`config.mk`:
```
export PLATFORM = sky130hd
export DESIGN_NAME = muldiv_seq_flat
export DESIGN_NICKNAME = d
export VERILOG_FILES = /design/src/rtl/muldiv_seq_if.sv /design/src/rtl/muldiv_seq.sv /design/src/flat_wrapper.sv
export SDC_FILE = /design/constraint.sdc
export NUM_CORES = 1
export LEC_CHECK = 0
export ABC_CLOCK_PERIOD_IN_PS = 6900
export CAP_MARGIN = 5
export CORE_UTILIZATION = 40
export DETAILED_ROUTE_END_ITERATION = 16
export PLACE_DENSITY = 0.67
export SYNTH_ARGS = -nofsm -noshare
export SYNTH_HDL_FRONTEND = slang
export SYNTH_SLANG_ARGS = --single-unit
```
`constraint.sdc`:
```
create_clock -name clk -period 6.9 [get_ports clk]
set_input_delay 1.38 -clock clk [delete_from_list [all_inputs] [get_ports clk]]
set_output_delay 1.38 -clock clk [all_outputs]
set_load 0.02 [all_outputs]
```
`src/rtl/muldiv_seq_if.sv`:
```
// ---------------------------------------------------------------------------
// muldiv_seq_if : request/response bundle between the CPU control path and
// the iterative HI/LO multiply/divide sequencer.
//
// Handshake: `start` is a level request. The CPU raises it with op/a/b and
// keeps it high for as long as `stall` is high. The sequencer captures the
// operands on the first enabled edge in IDLE. It raises `done` (== hi_lo_w)
// for exactly one enabled cycle with hi/lo valid. In that cycle `stall` is
// low, so the CPU advances and may drop or re-present `start`. `ena` low
// freezes the sequencer without cancelling the request.
//
// Signals (master = CPU side, slave = sequencer):
//   ena, start, op[1:0], a, b    master -> slave
//   busy, stall, done, hi_lo_w   slave  -> master
//   hi, lo, div_by_zero          slave  -> master
//   state_dbg[2:0]               slave  -> master, FSM state
//                                (0 IDLE, 1 PREP, 2 RUN, 3 FIX, 4 DONE)
// ---------------------------------------------------------------------------
interface muldiv_seq_if #(
   parameter int WIDTH = 32
);
   logic             ena;
   logic             start;
   logic [1:0]       op;
   logic [WIDTH-1:0] a;
   logic [WIDTH-1:0] b;
   logic             busy;
   logic             stall;
   logic             done;
   logic             hi_lo_w;
   logic [WIDTH-1:0] hi;
   logic [WIDTH-1:0] lo;
   logic             div_by_zero;
   logic [2:0]       state_dbg;

   modport master (
      output ena, start, op, a, b,
      input  busy, stall, done, hi_lo_w, hi, lo, div_by_zero, state_dbg
   );

   modport slave (
      input  ena, start, op, a, b,
      output busy, stall, done, hi_lo_w, hi, lo, div_by_zero, state_dbg
   );
endinterface

```
`src/rtl/muldiv_seq.sv`:
```
// ---------------------------------------------------------------------------
// muldiv_seq : iterative MUL/MULTU/DIV/DIVU sequencer for the HI/LO path.
// One result bit per cycle: shift-add multiply (LSB first) and restoring
// divide (MSB first) on magnitudes, with sign fix-up afterwards.
//
// Ports:
//   clk   rising-edge clock
//   rst   asynchronous active-low reset
//   bus   muldiv_seq_if.slave (ena/start/op/a/b in; busy/stall/done/
//         hi_lo_w/hi/lo/div_by_zero/state_dbg out)
//
// Sequence: IDLE -> PREP -> RUN (WIDTH cycles) -> FIX -> DONE -> IDLE.
// ---------------------------------------------------------------------------
module muldiv_seq #(
   parameter int WIDTH = 32
) (
   input  logic         clk,
   input  logic         rst,
   muldiv_seq_if.slave  bus
);

   localparam int CW = (WIDTH > 1) ? $clog2(WIDTH) : 1;

   typedef enum logic [2:0] {
      S_IDLE = 3'd0,
      S_PREP = 3'd1,
      S_RUN  = 3'd2,
      S_FIX  = 3'd3,
      S_DONE = 3'd4
   } state_t;

   state_t state_q, state_d;

   // captured request
   logic [1:0]       op_q;
   logic [WIDTH-1:0] a_q;
   logic [WIDTH-1:0] b_q;

   // iteration state
   logic [CW-1:0]      cnt_q;
   logic [WIDTH-1:0]   opnd_q;   // multiplicand (mul) or divisor (div) magnitude
   logic [WIDTH-1:0]   shf_q;    // multiplier shifting right, or dividend/quotient shifting left
   logic [2*WIDTH-1:0] acc_q;    // product accumulator
   logic [WIDTH-1:0]   rem_q;    // partial remainder
   logic               prod_neg_q, quot_neg_q, rem_neg_q, dz_q;

   // results
   logic [WIDTH-1:0] hi_q, lo_q;
   logic             stall_c;

   // ---------------- FSM ----------------
   always_ff @(posedge clk or negedge rst) begin
      if (!rst)         state_q <= S_IDLE;
      else if (bus.ena) state_q <= state_d;
   end

   always_comb begin
      state_d = state_q;
      stall_c = 1'b0;
      case (state_q)
         S_IDLE: begin
            // No stall request while reset is held, even with start high.
            stall_c = bus.ena & bus.start & rst;
            if (bus.start) state_d = S_PREP;
         end
         S_PREP: begin
            stall_c = 1'b1;
            state_d = S_RUN;
         end
         S_RUN: begin
            stall_c = 1'b1;
            if (cnt_q == '0) state_d = S_FIX;
         end
         S_FIX: begin
            stall_c = 1'b1;
            state_d = S_DONE;
         end
         S_DONE: begin
            // start is still high for the finishing instruction; ignore it.
            state_d = S_IDLE;
         end
         default: state_d = S_IDLE;
      endcase
   end

   // ---------------- datapath helpers ----------------
   logic             is_div, is_signed;
   logic [WIDTH-1:0] mag_a, mag_b;
   logic [WIDTH:0]   mul_sum;
   logic [WIDTH:0]   div_shift;
   logic             div_ge;
   logic [WIDTH-1:0] div_rem_n;
   logic [2*WIDTH-1:0] prod_fix;
   logic [WIDTH-1:0] quot_fix, rem_fix, fix_hi, fix_lo;

   always_comb begin
      is_div    = op_q[1];
      is_signed = ~op_q[0];
      // Two's-complement negate of the most negative value wraps back to
      // itself, which is the right unsigned magnitude.
      mag_a = (is_signed && a_q[WIDTH-1]) ? -a_q : a_q;
      mag_b = (is_signed && b_q[WIDTH-1]) ? -b_q : b_q;

      // Multiply step: add multiplicand into the upper half when the current
      // multiplier bit is set, then shift the whole accumulator right.
      mul_sum = {1'b0, acc_q[2*WIDTH-1:WIDTH]} + {1'b0, opnd_q & {WIDTH{shf_q[0]}}};

      // Divide step: bring down the next dividend bit; the shifted value is
      // one bit wider than the remainder so the trial subtract cannot lose
      // the carry-out.
      div_shift = {rem_q, shf_q[WIDTH-1]};
      div_ge    = (div_shift >= {1'b0, opnd_q});
      div_rem_n = div_ge ? WIDTH'(div_shift - {1'b0, opnd_q}) : div_shift[WIDTH-1:0];

      prod_fix = prod_neg_q ? -acc_q : acc_q;
      quot_fix = quot_neg_q ? -shf_q : shf_q;
      rem_fix  = rem_neg_q  ? -rem_q : rem_q;

      if (!is_div) begin
         fix_hi = prod_fix[2*WIDTH-1:WIDTH];
         fix_lo = prod_fix[WIDTH-1:0];
      end else if (dz_q) begin
         fix_hi = a_q;
         fix_lo = '1;
      end else begin
         fix_hi = rem_fix;
         fix_lo = quot_fix;
      end
   end

   // ---------------- datapath registers ----------------
   always_ff @(posedge clk or negedge rst) begin
      if (!rst) begin
         op_q       <= '0;
         a_q        <= '0;
         b_q        <= '0;
         cnt_q      <= '0;
         opnd_q     <= '0;
         shf_q      <= '0;
         acc_q      <= '0;
         rem_q      <= '0;
         prod_neg_q <= 1'b0;
         quot_neg_q <= 1'b0;
         rem_neg_q  <= 1'b0;
         dz_q       <= 1'b0;
         hi_q       <= '0;
         lo_q       <= '0;
      end else if (bus.ena) begin
         case (state_q)
            S_IDLE: begin
               if (bus.start) begin
                  op_q <= bus.op;
                  a_q  <= bus.a;
                  b_q  <= bus.b;
               end
            end
            S_PREP: begin
               opnd_q     <= is_div ? mag_b : mag_a;
               shf_q      <= is_div ? mag_a : mag_b;
               prod_neg_q <= (op_q == 2'b00) & (a_q[WIDTH-1] ^ b_q[WIDTH-1]);
               quot_neg_q <= (op_q == 2'b10) & (a_q[WIDTH-1] ^ b_q[WIDTH-1]);
               rem_neg_q  <= (op_q == 2'b10) & a_q[WIDTH-1];
               dz_q       <= is_div & (b_q == '0);
               acc_q      <= '0;
               rem_q      <= '0;
               cnt_q      <= CW'(WIDTH - 1);
            end
            S_RUN: begin
               cnt_q <= cnt_q - 1'b1;
               if (!is_div) begin
                  acc_q <= {mul_sum, acc_q[WIDTH-1:1]};
                  shf_q <= shf_q >> 1;
               end else begin
                  rem_q <= div_rem_n;
                  shf_q <= {shf_q[WIDTH-2:0], div_ge};
               end
            end
            S_FIX: begin
               hi_q <= fix_hi;
               lo_q <= fix_lo;
            end
            default: ;
         endcase
      end
   end

   // ---------------- outputs ----------------
   assign bus.busy        = (state_q != S_IDLE);
   assign bus.stall       = stall_c;
   assign bus.done        = (state_q == S_DONE);
   assign bus.hi_lo_w     = (state_q == S_DONE);
   assign bus.div_by_zero = (state_q == S_DONE) & dz_q;
   assign bus.hi          = hi_q;
   assign bus.lo          = lo_q;
   assign bus.state_dbg   = state_q;

endmodule
```
`src/flat_wrapper.sv`:
```
// flat-port wrapper written by rule: the top's interface ports become plain ports
module muldiv_seq_flat 
#(
   parameter int WIDTH = 32
)
  (clk, rst, bus_ena, bus_start, bus_op, bus_a, bus_b, bus_busy, bus_stall, bus_done, bus_hi_lo_w, bus_hi, bus_lo, bus_div_by_zero, bus_state_dbg);
  muldiv_seq_if #(.WIDTH(WIDTH)) bus_i ();
  input  logic clk;
  input  logic rst;
  input wire logic [$bits(bus_i.ena)-1:0] bus_ena;
  input wire logic [$bits(bus_i.start)-1:0] bus_start;
  input wire logic [$bits(bus_i.op)-1:0] bus_op;
  input wire logic [$bits(bus_i.a)-1:0] bus_a;
  input wire logic [$bits(bus_i.b)-1:0] bus_b;
  output wire logic [$bits(bus_i.busy)-1:0] bus_busy;
  output wire logic [$bits(bus_i.stall)-1:0] bus_stall;
  output wire logic [$bits(bus_i.done)-1:0] bus_done;
  output wire logic [$bits(bus_i.hi_lo_w)-1:0] bus_hi_lo_w;
  output wire logic [$bits(bus_i.hi)-1:0] bus_hi;
  output wire logic [$bits(bus_i.lo)-1:0] bus_lo;
  output wire logic [$bits(bus_i.div_by_zero)-1:0] bus_div_by_zero;
  output wire logic [$bits(bus_i.state_dbg)-1:0] bus_state_dbg;
  assign bus_i.ena = bus_ena;
  assign bus_i.start = bus_start;
  assign bus_i.op = bus_op;
  assign bus_i.a = bus_a;
  assign bus_i.b = bus_b;
  assign bus_busy = bus_i.busy;
  assign bus_stall = bus_i.stall;
  assign bus_done = bus_i.done;
  assign bus_hi_lo_w = bus_i.hi_lo_w;
  assign bus_hi = bus_i.hi;
  assign bus_lo = bus_i.lo;
  assign bus_div_by_zero = bus_i.div_by_zero;
  assign bus_state_dbg = bus_i.state_dbg;
  muldiv_seq #(.WIDTH(WIDTH)) u_core (.clk(clk), .rst(rst), .bus(bus_i));
endmodule
```
==> results of run 1 <==
## cells by family after synthesis
kind of cell / after synthesis / synth area share (%)
compound gates: 698 / 20.4
xor+xnor: 223 / 9.22
fa+ha+maj: 73 / 4.38
buf+inv: 241 / 4.41
flops: 302 / 35.7
mux: 135 / 7.04
simple gates: 856 / 18.8
## layout by cell type (no fill, tap or decap), types with 14 or more instances in the layout
master and count:
dfrtp_1 300, nand2_1 295, o21ai_0 232, nor2_1 195
a21oi_1 168, xnor2_1 144, clkdlybuf4s50_1 140, nand3_1 126
xor2_1 79, inv_1 74, mux2_2 73, ha_1 71
mux2i_1 58, nor3_1 48, o31ai_1 46, clkbuf_16 37
a21o_1 30, or3_1 27, o22ai_1 27, a211oi_1 25
nand2b_1 21, a31oi_1 21, o41ai_1 21, o211ai_1 21
buf_4 20, nand4_1 19, nor4_1 19, o221ai_1 18
or4_1 17, nor2b_1 16, o21a_1 14
## metal layers
metal  vias to the layer above  track usage (%)  wire (um)
met5                         -                0         22
li1                       9152                -          -
met4                         4             12.2       3030
met2                       992             38.5      30400
met1                      9561             41.0      33700
met3                       123             4.38       6950
## worst register-to-register path, delay by kind of cell (launching register included)
family,cells,cell delay [ns]
xor gates and xnor gates,1,0.15
AOI/OAI and AO/OA,6,2.27
buffers and inverters,2,0.23
and+or+nand+nor,1,0.22
adders and majority gates,2,0.53
DFF,1,0.37
## final cells by class
| class | count | area (um^2) |
|---|---|---|
| inverter | 75 | 282 |
| clock buffer | 44 | 1010 |
| sequential | 302 | 7560 |
| clock inverter | 20 | 221 |
| multi-input combinational | 1985 | 12700 |
| antenna | 1 | 2.50 |
| timing repair buffer | 162 | 1590 |
| tap | 680 | 851 |
| fill | 4894 | 27600 |
## power by group through the flow
stage	clock network (mW)	logic, mW	registers [mW]
2_1_floorplan	0	4.14	3.11
3_3_place_gp	0	5.84	3.44
3_5_place_dp	0	5.93	3.47
4_1_cts	2.05	5.95	3.44
5_1_grt	2.13	6.56	3.55
6_report	2.02	6.04	3.50
## per-stage QoR
step	total power, mW	utilization, %	cells	hold WS [ns]
floorplan	7.25	-	2528	0.450
global placement	9.28	44.4	3204	0.463
detailed placement	9.40	44.4	3204	0.474
global route	12.2	46.8	3268	0.506
finish	11.6	46.8	3269	0.481
CTS	11.4	46.8	3268	0.488
## sequential cells by signal, summed over array words and instances, names as in the netlist, 2 cells and up
name / flops
u_core.a_q: 32
u_core.acc_q: 64
u_core.b_q: 32
u_core.bus.hi: 32
u_core.bus.lo: 32
u_core.bus.state_dbg: 3
u_core.cnt_q: 5
u_core.op_q: 2
u_core.opnd_q: 32
u_core.rem_q: 32
u_core.shf_q: 32
## worst max path at each step
stage | startpoint | end | slack, ns | depth (start not counted)
3_3_place_gp | bus_ena | bus_stall | 2.07 | 5
6_report | bus_ena | bus_stall | 2.05 | 5
5_1_grt | bus_ena | bus_stall | 1.91 | 5
3_5_place_dp | bus_ena | bus_stall | 2.07 | 5
2_1_floorplan | bus_ena | bus_stall | 3.39 | 3
4_1_cts | bus_ena | bus_stall | 2.07 | 5
==> results.py, run 1 <==
metrics = {
    "sta": {
        "hold_viol_final": 0,
        "worst_pin_slew_ns": 1.19,
        "clock_skew_ns": 0.0306,
        "setup_viol": 0,
        "slew_viol_final": 0,
        "rsz0062_at_grt": "no",
        "fin_crit_ns": 4.85,
        "setup_tns_ns": 0,
        "setup_ws_ns": 2.05,
        "timing.final.crit_share_pct": 70.3,
        "slew-limit-headroom_pct": 20.5,
        "fmax_mhz": 206,
    },
    "power_and_ir_drop": {
        "leakage_nw": 10.4,
        "clkPwrFrac_pct": 17.5,
        "power_frac_comb_pct": 52.2,
        "p_switching_mw": 5.62,
        "seqPwrFrac_pct": 30.3,
        "vdd_ir_drop_max_mv": 0.261,
        "power_per_cell_area_nw_per_um2": 477,
        "swShare_pct": 48.6,
        "intPower_mw": 5.95,
    },
    "setup_path": {
        "worst_r2r_path_depth": 12,
        "cp_top_family": "buffers and inverters",
        "r2r_setup_slack_ns": 3.01,
        "arrival_ns": 3.47,
        "path_max_fanout": 6,
        "slowest_stage": "clkdlybuf4s50_1",
        "worstPathCellList": "clkdlybuf4s50_1 > nor2b_1 > nand4_1 > a21oi_1 > clkdlybuf4s50_1",
        "required_ns": 5.52,
        "crit_type": "in2out",
        "critPathLaunchType": "input port",
        "slowest_delay_ns": 0.62,
        "worst-path-buf-inv": 2,
        "reg2reg_to": "u_core.rem_q[30]$_DFFE_PN0P_",
        "cp-end-kind": "output pin",
        "regToRegStartpoint": "u_core.shf_q[31]$_DFFE_PN0P_",
        "cp_common_cell": "clkdlybuf4s50_1",
    },
    "finish": {
        "nNetsFinal": 2706,
        "layout-drive-gt1-share_pct": 7.46,
        "areaGrowthSynthToFinish_pct": 14.5,
        "design_area_um2": 24300,
    },
    "global_route": {
        "grt_antenna_before_repair": 5,
        "grt_pass1_vias": 18800,
        "gr-usage-all-layers_pct": 27.5,
        "grt_pass1_wl_um": 113000,
        "grt_max_degree": 160,
        "grt_overflow": 0,
    },
    "min_path": {
        "hp-start": "u_core.bus.hi[7]$_DFFE_PN0P_",
        "min_path_type": "reg2reg",
        "min_path_cells": 2,
        "min_to": "u_core.bus.hi[7]$_DFFE_PN0P_",
    },
    "floorplan": {
        "die_h_um": 232,
        "die_w_um": 232,
        "die_area_um2": 53900,
        "start_util_pct": 40.9,
        "pin_count": 142,
        "core_area_um2": 51800,
        "fp-row-count": 83,
    },
    "outcome": {
        "status": "complete, no violations",
    },
    "logic_synthesis": {
        "synth_commonest_cells": "302 x dfrtp_1, 297 x nand2_1, 232 x o21ai_0",
        "yosys.cell_types.count": 72,
        "syn_avg_cell_area_um2": 8.38,
        "synth_top_area_share_pct": 35.7,
        "synth_area_um2": 21200,
        "syn_nets": 2671,
        "seq_area_frac_synth_pct": 35.7,
        "ys_top_cells_by_area": "dfrtp_1 36%, xnor2_1 6.0%, o21ai_0 5.5%, nand2_1 5.3%, ha_1 4.2%",
        "synth_seq_cells": 302,
        "async_reset_ff_share_pct": 100,
        "syn-instance-count": 2528,
        "synthFlopType": "dfrtp_1",
        "synth_top_cell_by_area": "dfrtp_1",
        "synth_most_common_cell": "dfrtp_1",
        "synth-edff-count": 0,
        "yosysWarnings": 0,
    },
    "run": {
        "cap_violations": 0,
    },
    "clocking": {
        "cts_hold_buf": 0,
        "ctsLongestPathBuffers": 3,
        "clk_latency_ns": 0.57,
        "cts_tree": "yes",
        "cts_setup_buffers": 0,
        "h-tree-depth": 2,
        "cts_resized": 0,
        "clockRootBuffer": "clkbuf_16",
        "cts_buffers": 37,
        "numClockSinks": 302,
        "cts.clk_slew.worst_paths_ns": 0.06,
    },
    "drt": {
        "ant_nets": 0,
        "remaining_drc_errors": 0,
        "initialDrtViolationCount": 2365,
        "drt-wirelength-per-cell_um": 22.7,
        "drt_pass1_iterations": 5,
        "viasPerCell": 6.07,
        "num_vias": 19800,
        "wirelength_um": 74100,
    },
    "placement": {
        "dp_slack_ns": 2.07,
        "gp_congestion": 0.944,
        "place_hpwl_um": 55300,
        "port_buffers": 141,
        "place_area_um2": 23000,
    },
}
(Power assumes the default switching activity.)
==> inputs of run 2 (changes only) <==
ABC_CLOCK_PERIOD_IN_PS = 4700   (was 6900)
clock period = 4.7 ns   (was 6.9 ns; I/O delays follow)
==> results.py, run 2 (same netlist as run 1, synthesis figures left out) <==
metrics = {
    "placement": {
        "dpl.cell_count": 3215,
        "place_area_um2": 23100,
        "place_hpwl_um": 55400,
        "gp_congestion": 0.983,
        "port_buffers": 141,
    },
    "finish": {
        "final_common_cell": "dfrtp_1",
        "largest_reg_flops": 64,
        "design_area_um2": 24400,
        "fin_cells": 3278,
        "final_cell_mix": "300 x dfrtp_1, 295 x nand2_1, 232 x o21ai_0",
        "diodes": 0,
        "seq_area_um2": 7560,
        "top_register": "u_core.acc_q",
        "nNetsFinal": 2717,
        "areaGrowthSynthToFinish_pct": 15.2,
        "multiInputGateArea_um2": 12700,
        "fill_cells": 4908,
        "layout-drive-gt1-share_pct": 7.66,
    },
    "setup_path": {
        "path_depth": 12,
        "worst_r2r_path_depth": 12,
        "crit_type": "reg2reg",
        "critPathLaunchType": "flop",
        "path_max_fanout": 33,
        "cp-startpoint": "u_core.shf_q[0]$_DFFE_PN0P_",
        "cp_top_family": "compound AO/OA/AOI/OAI gates",
        "worstPathCellList": "inv_1 > buf_4 > nor2_1 > ha_1 > nor2b_1 > o31a_1 > o21ai_0 > o311ai_0 > a21oi_1 > o221ai_1 > a21oi_1 > o21ai_0",
        "required_ns": 5.16,
        "worst-path-buf-inv": 2,
        "arrival_ns": 4.10,
        "regToRegStartpoint": "u_core.shf_q[0]$_DFFE_PN0P_",
        "reg2reg_to": "u_core.acc_q[63]$_DFFE_PN0P_",
        "slowest_stage": "o311ai_0",
        "cp-end-kind": "flop",
        "slowest_delay_ns": 0.84,
        "setup.worst_path.end": "u_core.acc_q[63]$_DFFE_PN0P_",
        "r2r_setup_slack_ns": 1.06,
    },
    "global_route": {
        "grt_antenna_before_repair": 0,
        "gr-usage-all-layers_pct": 27.2,
        "grt_pass1_vias": 18700,
        "grt_pass1_wl_um": 112000,
        "grt_overflow": 0,
        "grt_max_degree": 119,
    },
    "min_path": {
        "min_path_type": "in2async",
    },
    "clocking": {
        "cts_resized": 0,
        "cts_buffers": 37,
        "clockRootBuffer": "clkbuf_16",
        "cts.clk_slew.worst_paths_ns": 0.06,
        "numClockSinks": 302,
        "clk_latency_ns": 0.57,
        "cts_tree": "yes",
        "ctsLongestPathBuffers": 3,
        "cts_hold_buf": 0,
        "h-tree-depth": 2,
        "cts_setup_buffers": 0,
    },
    "floorplan": {
        "die_area_um2": 53900,
        "start_util_pct": 40.9,
        "die_h_um": 232,
        "pin_count": 142,
        "fp-row-count": 83,
        "die_w_um": 232,
        "core_area_um2": 51800,
    },
    "drt": {
        "drt_pass1_iterations": 6,
        "drt-wirelength-per-cell_um": 22.5,
        "initialDrtViolationCount": 2545,
        "num_vias": 20000,
        "remaining_drc_errors": 0,
        "wirelength_um": 73900,
        "ant_nets": 0,
        "viasPerCell": 6.11,
    },
    "sta": {
        "setup_tns_ns": 0,
        "timing.final.crit_share_pct": 77.4,
        "setup_viol": 0,
        "hold_viol_final": 0,
        "clock_skew_ns": 0.0248,
        "fmax_mhz": 275,
        "rsz0062_at_grt": "no",
        "slew_viol_final": 0,
        "fin_crit_ns": 3.64,
        "worst_pin_slew_ns": 1.13,
        "slew-limit-headroom_pct": 24.3,
    },
    "outcome": {
        "status": "complete, no violations",
    },
    "power_and_ir_drop": {
        "vdd_ir_drop_max_mv": 0.332,
        "power_per_cell_area_nw_per_um2": 703,
        "leakage_nw": 10.5,
    },
    "run": {
        "cap_violations": 0,
    },
}
run 2: cell types whose count changed in the layout (fill, tap and decap cells not counted):
cell / delta
buf_4: +11
clkinv_2: -5
clkbuf_8: +4
clkbuf_1: +3
clkinvlp_4: -3
bufinv_16: +2
inv_6: -2
clkinv_4: -1
diode_2: -1
inv_8: +1
nor3_1: +1
nor3_2: -1
run 2: through the flow:
step	util (%)	worst slack, ns	hold WS (ns)	total power, mW
finish	47.1	1.06	0.342	17.2
detailed placement	44.6	0.998	0.468	13.8
floorplan	-	1.72	0.450	10.6
CTS	47.1	1.12	0.364	17.0
global route	47.1	0.794	0.381	18.1
global placement	44.6	1.04	0.465	13.6
run 2: worst min path at each step:
stage	startpoint	end	slack (ns)	cells after the start
2_1_floorplan	u_core.opnd_q[10]$_DFFE_PN0P_	u_core.opnd_q[10]$_DFFE_PN0P_	0.45	2
6_report	rst	u_core.a_q[11]$_DFFE_PN0P_	0.34	1
5_1_grt	rst	u_core.a_q[11]$_DFFE_PN0P_	0.38	1
3_3_place_gp	u_core.bus.lo[26]$_DFFE_PN0P_	u_core.bus.lo[26]$_DFFE_PN0P_	0.47	2
4_1_cts	rst	u_core.a_q[10]$_DFFE_PN0P_	0.36	1
3_5_place_dp	u_core.bus.hi[21]$_DFFE_PN0P_	u_core.bus.hi[21]$_DFFE_PN0P_	0.47	2
run 2: routing by layer:
layer	track usage (%)	up-vias	part of all wire (%)	wire, um
met5	0	-	0	0
met4	11.3	0	4.3	3160
met3	5.33	141	9.8	7220
met2	38.9	1013	42	31000
met1	39.6	9683	44	32500
li1	-	9176	-	-
run 2: final cells by class:
cell class	count	share of cell area, %
multi-input cells	1985	52.2
repair buffers	173	6.84
clock inverters	12	0.897
flip-flops and latches	302	31.0
well taps	680	3.49
inverters	75	1.15
clock buffers	51	4.42
run 2: power by group:
group / switching [mW] / internal (mW)
Clock: 1.19 / 1.93
Combinational: 5.42 / 3.46
Sequential: 1.64 / 3.52
